==> src/rtl/dlfloat_pkg.sv <==
// Shared DLFloat16 constants and the operand-sequencer state encoding.
// Format: 1 sign bit, 6 exponent bits (bias 31), 9 mantissa bits.
package dlfloat_pkg;

  localparam logic [15:0] DLF_NAN  = 16'hFFFF;
  localparam logic [15:0] DLF_ZERO = 16'h0000;
  localparam logic [15:0] DLF_ONE  = 16'h3E00;
  localparam int          DLF_EXP_BIAS = 31;

  typedef enum logic [2:0] {
    ST_IDLE  = 3'd0,
    ST_FEED  = 3'd1,
    ST_WAIT  = 3'd2,
    ST_DRAIN = 3'd3,
    ST_HOLD  = 3'd4
  } seq_state_e;

  function automatic logic is_nan(input logic [15:0] x);
    return x == DLF_NAN;
  endfunction

endpackage

==> src/rtl/dlfloat_mac_seq.sv <==
// Operand sequencer for the DLFloat16 MAC: paces operand issue to the MAC
// feedback loop, clears the accumulator between vectors and returns the result.
module dlfloat_mac_seq
  import dlfloat_pkg::*;
#(
  parameter int MAC_LAT   = 4,
  parameter int ISSUE_GAP = 2,
  parameter int CNT_W     = 8
) (
  input  logic             clk,
  input  logic             rst,
  input  logic [15:0]      in_a,
  input  logic [15:0]      in_b,
  input  logic             in_last,
  input  logic             in_valid,
  output logic             in_ready,
  output logic [15:0]      mac_a,
  output logic [15:0]      mac_b,
  output logic             mac_clr,
  input  logic [15:0]      mac_c,
  output logic [15:0]      res_data,
  output logic [CNT_W-1:0] res_count,
  output logic             res_nan,
  output logic             res_valid,
  input  logic             res_ready
);

  localparam logic [3:0]       DRAIN_INIT = 4'(MAC_LAT);
  localparam logic [3:0]       GAP_INIT   = 4'(ISSUE_GAP - 1);
  localparam logic [CNT_W-1:0] CNT_MAX    = '1;

  seq_state_e       state;
  seq_state_e       accept_state;
  logic [3:0]       gap_cnt;
  logic [3:0]       drain_cnt;
  logic [CNT_W-1:0] elem_cnt;
  logic             nan_flag;
  logic             accept;
  logic             in_nan;

  // NOTE: in_ready is masked by rst so no pair can be accepted while reset is held.
  assign in_ready = ~rst & ((state == ST_IDLE) || (state == ST_FEED));
  assign accept   = in_valid & in_ready;
  assign in_nan   = is_nan(in_a) | is_nan(in_b);

  always_comb begin
    accept_state = ST_FEED;
    if (in_last)            accept_state = ST_DRAIN;
    else if (ISSUE_GAP > 1) accept_state = ST_WAIT;
  end

  always_ff @(posedge clk or posedge rst) begin
    if (rst) begin
      state     <= ST_IDLE;
      mac_a     <= DLF_ZERO;
      mac_b     <= DLF_ZERO;
      mac_clr   <= 1'b1;
      gap_cnt   <= '0;
      drain_cnt <= '0;
      elem_cnt  <= '0;
      nan_flag  <= 1'b0;
      res_data  <= DLF_ZERO;
      res_count <= '0;
      res_nan   <= 1'b0;
      res_valid <= 1'b0;
    end else begin
      // NOTE: non-blocking throughout; these defaults issue a zero product
      // (additive identity) unless a later assignment in this block wins.
      mac_a <= DLF_ZERO;
      mac_b <= DLF_ZERO;
      if (accept) begin
        mac_a     <= in_a;
        mac_b     <= in_b;
        mac_clr   <= 1'b0;
        gap_cnt   <= GAP_INIT;
        drain_cnt <= DRAIN_INIT;
        state     <= accept_state;
      end
      case (state)
        ST_IDLE: begin
          if (accept) begin
            elem_cnt <= CNT_W'(1);
            nan_flag <= in_nan;
          end else begin
            mac_clr  <= 1'b1;
            elem_cnt <= '0;
            nan_flag <= 1'b0;
          end
        end
        ST_FEED: begin
          if (accept) begin
            elem_cnt <= (elem_cnt == CNT_MAX) ? elem_cnt : elem_cnt + 1'b1;
            nan_flag <= nan_flag | in_nan;
          end
        end
        ST_WAIT: begin
          if (gap_cnt <= 4'd1) state <= ST_FEED;
          else                 gap_cnt <= gap_cnt - 1'b1;
        end
        ST_DRAIN: begin
          if (drain_cnt <= 4'd1) begin
            res_data  <= mac_c;
            res_count <= elem_cnt;
            res_nan   <= nan_flag | is_nan(mac_c);
            res_valid <= 1'b1;
            state     <= ST_HOLD;
          end else begin
            drain_cnt <= drain_cnt - 1'b1;
          end
        end
        ST_HOLD: begin
          if (res_ready) begin
            res_valid <= 1'b0;
            mac_clr   <= 1'b1;
            state     <= ST_IDLE;
          end
        end
        default: state <= ST_IDLE;
      endcase
    end
  end

endmodule

==> config.mk <==
export PLATFORM = sky130hd
export DESIGN_NAME = dlfloat_mac_seq
export DESIGN_NICKNAME = d
export VERILOG_FILES = /design/src/rtl/dlfloat_pkg.sv /design/src/rtl/dlfloat_mac_seq.sv
export SDC_FILE = /design/constraint.sdc
export NUM_CORES = 1
export LEC_CHECK = 0
export CAP_MARGIN = 0
export CORE_ASPECT_RATIO = 1.75
export CORE_UTILIZATION = 50
export DETAILED_ROUTE_END_ITERATION = 10
export DONT_BUFFER_PORTS = 1
export HOLD_SLACK_MARGIN = 0.12
export SETUP_SLACK_MARGIN = 0.1
export SYNTH_ARGS = -nofsm -noshare
export SYNTH_HDL_FRONTEND = slang
export SYNTH_SLANG_ARGS = --single-unit
==> constraint.sdc <==
create_clock -name clk -period 3.1 [get_ports clk]
set_input_delay 0.31 -clock clk [delete_from_list [all_inputs] [get_ports clk]]
set_output_delay 0.31 -clock clk [all_outputs]
set_load 0.02 [all_outputs]
==> flow_metrics.tcl <==
set metrics [dict create \
    cts_resized 0 \
    insertion_delay_ns 0.35 \
    synthArstFlopShare 1.000 \
    antenna_found_initial 0 \
    cp_cell_sequence "nand3b_2 -> nor4b_4 -> buf_4 -> mux2_2" \
    synth-edff-count 0 \
    routedWlPerCell_um 16.36 \
    max_clock_freq_mhz 492.0 \
    cp_data_arrival_time_ns 2.26 \
    fp-row-count 38 \
    yosysWarnings 0 \
    post-route-util 0.6555 \
    pwr-share-seq 0.526 \
    pwr-share-comb 0.197 \
    fillCellCount 484 \
    fin_area_um2 4114 \
    ff2ff_setup_slack_ns 1.07 \
    port_buffers 0 \
    nets 383 \
    syn_nets 331 \
    rsz0062_at_grt "no" \
    p_clk_frac 0.278 \
    drt_iter0_markers 81 \
    finalHoldViolCount 0 \
    period_share 0.6557 \
    io-pin-count 113 \
    start_util 0.5261 \
    synthCells 273 \
    clk_pin_slew_ns 0.07 \
    grt_overflow 0 \
    cts_tree "done" \
    power_density_nw_per_um2 778.9 \
    grt_max_degree 64 \
    dr.pass1.iters 4 \
    fin_tns_setup_ns 0 \
    hpwl_um 4463 \
    worst_setup_path_end_kind "register" \
    tightest_slew_ns 1.030 \
    via_per_inst 5.527 \
    dieHeight_um 109.5 \
    ys.flop_type "dfrtp_1" \
    avgSynthCellArea_um2 12.09 \
    die-area_um2 6946 \
    ir_worst_vdd_mv 0.3668 \
    path_class "register to register" \
    intPower_uw 2131 \
    die_width_um 63.43 \
    fp.coreArea_um2 6276 \
    numCtsBuffers 9 \
    cts.sinks 79 \
    power.leakage_uw 0.001878 \
    setup_viol 0 \
    synth.ff_latch_count 79 \
    cp_slowest_cell "dfrtp_1" \
    ys_types 47 \
    crit_path_max_fanout 26 \
    p_sw_frac 0.3351 \
    grt_pass1_vias 2374 \
    diodes 0 \
    wl_um 6706 \
    cts.htree.levels 3 \
    cp-start-kind "register" \
    routabilityCongestion 0.7620 \
    p_sw_uw 1074 \
    max_stage_delay_ns 0.56 \
    synth_area_um2 3302 \
    grt_pass1_wl_um 11150 \
    drive_gt1_frac 0.1515 \
    root_buffer "clkbuf_8" \
    period_minus_slack_ns 2.033 \
    final.setup_skew_ns 0.007057 \
    via_count 2266 \
    crit_required_ns 3.33 \
    cap_violations 0 \
    hold_class "input pin to register" \
    drcViolationCount 0 \
    slew_headroom 0.3122 \
    clock_path_buffers 2 \
    drv_slew 0 \
    grt_use_total 0.2171 \
    area_growth_pct 24.59 \
    outcome "complete, no violations" \
    ys_seq_area_frac 0.5991 \
    ant_nets 0 \
    dpl_cell_area_um2 3381 \
]
final cells by class:
class | count | area [µm²] | area share
clock buffer | 14 | 182.7 | 0.04440
tap | 80 | 100.1 | 0.02433
clock inverter | 2 | 60.06 | 0.01460
timing repair buffer | 52 | 513.0 | 0.1247
inverter | 7 | 27.53 | 0.006691
multi-input combinational | 176 | 1252 | 0.3044
sequential | 79 | 1978 | 0.4808
repair_timing:
item / 4_1_cts / 5_1_grt
hold buffers: 49 / 0
setup buffers: 0 / 0
endpoints found under the hold margin: 109 / 0
final timing paths:
path                                       from                       to  cells past startpoint
max                          state[2]$_DFF_PP0_  res_data[8]$_DFFE_PP0P_                      4
min                                     in_last       state[0]$_DFF_PP0_                      2
max reg2reg                  state[2]$_DFF_PP0_  res_data[8]$_DFFE_PP0P_                      4
min reg2reg                nan_flag$_DFFE_PP0P_     nan_flag$_DFFE_PP0P_                      2
max in group asynchronous                   rst  res_data[8]$_DFFE_PP0P_                      3
min in group asynchronous                   rst  elem_cnt[7]$_DFFE_PP0P_                      2
worst max-delay path, delay by kind of cell, from the launching register on:
kind	cells	cell delay [ns]
muxes	1	0.38
DFF	1	0.56
buffers and inverters	1	0.35
and+or+nand+nor	2	0.62
power groups by stage:
stage               Clock (µW)  Combinational [µW]  Sequential, µW
global placement             0                 569            1700
finish                     890                 630            1680
floorplan                    0                 537            1620
detailed placement           0                 592            1710
CTS                        918                 640            1690
global route               959                 725            1720
stage by stage:
step	total power [µW]	hold WS, ns	setup slack, ns	instances
global placement	2271	0.4392	1.105	345
finish	3204	0.1512	1.067	410
detailed placement	2298	0.4421	1.086	345
global route	3406	0.1337	0.9234	410
CTS	3245	0.1252	1.077	410
floorplan	2154	0.4386	0.7683	273
placed cells by master (no fill, tap or decap), types with 2 or more instances in the layout:
cell type / n
and2_1: 32
bufinv_16: 2
nand2b_1: 3
o22ai_1: 2
dlygate4sd3_1: 49
a211oi_1: 2
nor3_1: 6
or3_1: 4
buf_4: 3
inv_1: 6
a22o_1: 2
dfrtp_1: 78
nor3b_1: 2
nor4_1: 3
clkbuf_8: 13
nand2_1: 18
ha_1: 5
o21ai_0: 3
nand4_1: 13
mux2_2: 23
a21oi_1: 8
nor2_1: 13
mux2_1: 2
o2bb2ai_1: 2
o21a_1: 2
a2111oi_2: 2
mux2i_1: 3
a31oi_1: 3
nand3_1: 5
registers in the layout, summed over array words and instances (netlist names), 3 cells and up:
name / count
state: 3
res_count: 8
drain_cnt: 4
mac_a: 16
gap_cnt: 4
mac_b: 16
elem_cnt: 8
res_data: 16
layer usage:
layer / share of wire / up-vias / track usage
met5: 0 / - / 0
met4: 0.016 / 0 / 0.1023
met3: 0.082 / 9 / 0.08817
met2: 0.54 / 98 / 0.3723
met1: 0.36 / 1091 / 0.2301
li1: - / 1068 / -
synthesized netlist by cell type, types with 2 or more instances:
cell type,instances,area share
mux2_2,23,0.078
and2_1,32,0.061
ha_1,5,0.019
buf_4,2,0.0045
nor4_1,3,0.0057
nand3_1,5,0.0076
nand2b_1,3,0.0057
clkbuf_1,7,0.0080
a211oi_1,2,0.0045
inv_1,7,0.0080
nor3_1,7,0.011
o22ai_1,2,0.0038
dfrtp_1,78,0.59
a22o_1,2,0.0053
nor2_1,13,0.015
mux2_1,2,0.0068
nand4_1,13,0.025
o2bb2ai_1,2,0.0053
a2111oi_2,2,0.0091
nor3b_1,2,0.0045
a21oi_1,8,0.012
nand2_1,18,0.020
a31oi_1,3,0.0057
mux2i_1,3,0.0091
or3_1,4,0.0076
o21ai_0,3,0.0045
o21a_1,2,0.0045
cells by family (layout without fill, tap and decap cells):
kind of cell | after synthesis | in the layout | synth area share
xor gates and xnor gates | 1 | 1 | 0.002653
buffers and inverters | 18 | 75 | 0.02311
AOI/OAI and AO/OA | 33 | 33 | 0.07200
DFF | 79 | 79 | 0.5991
and+or+nand+nor | 109 | 109 | 0.1898
muxes | 28 | 28 | 0.09435
adders and majority gates | 5 | 5 | 0.01895
(Power assumes the default switching activity.)
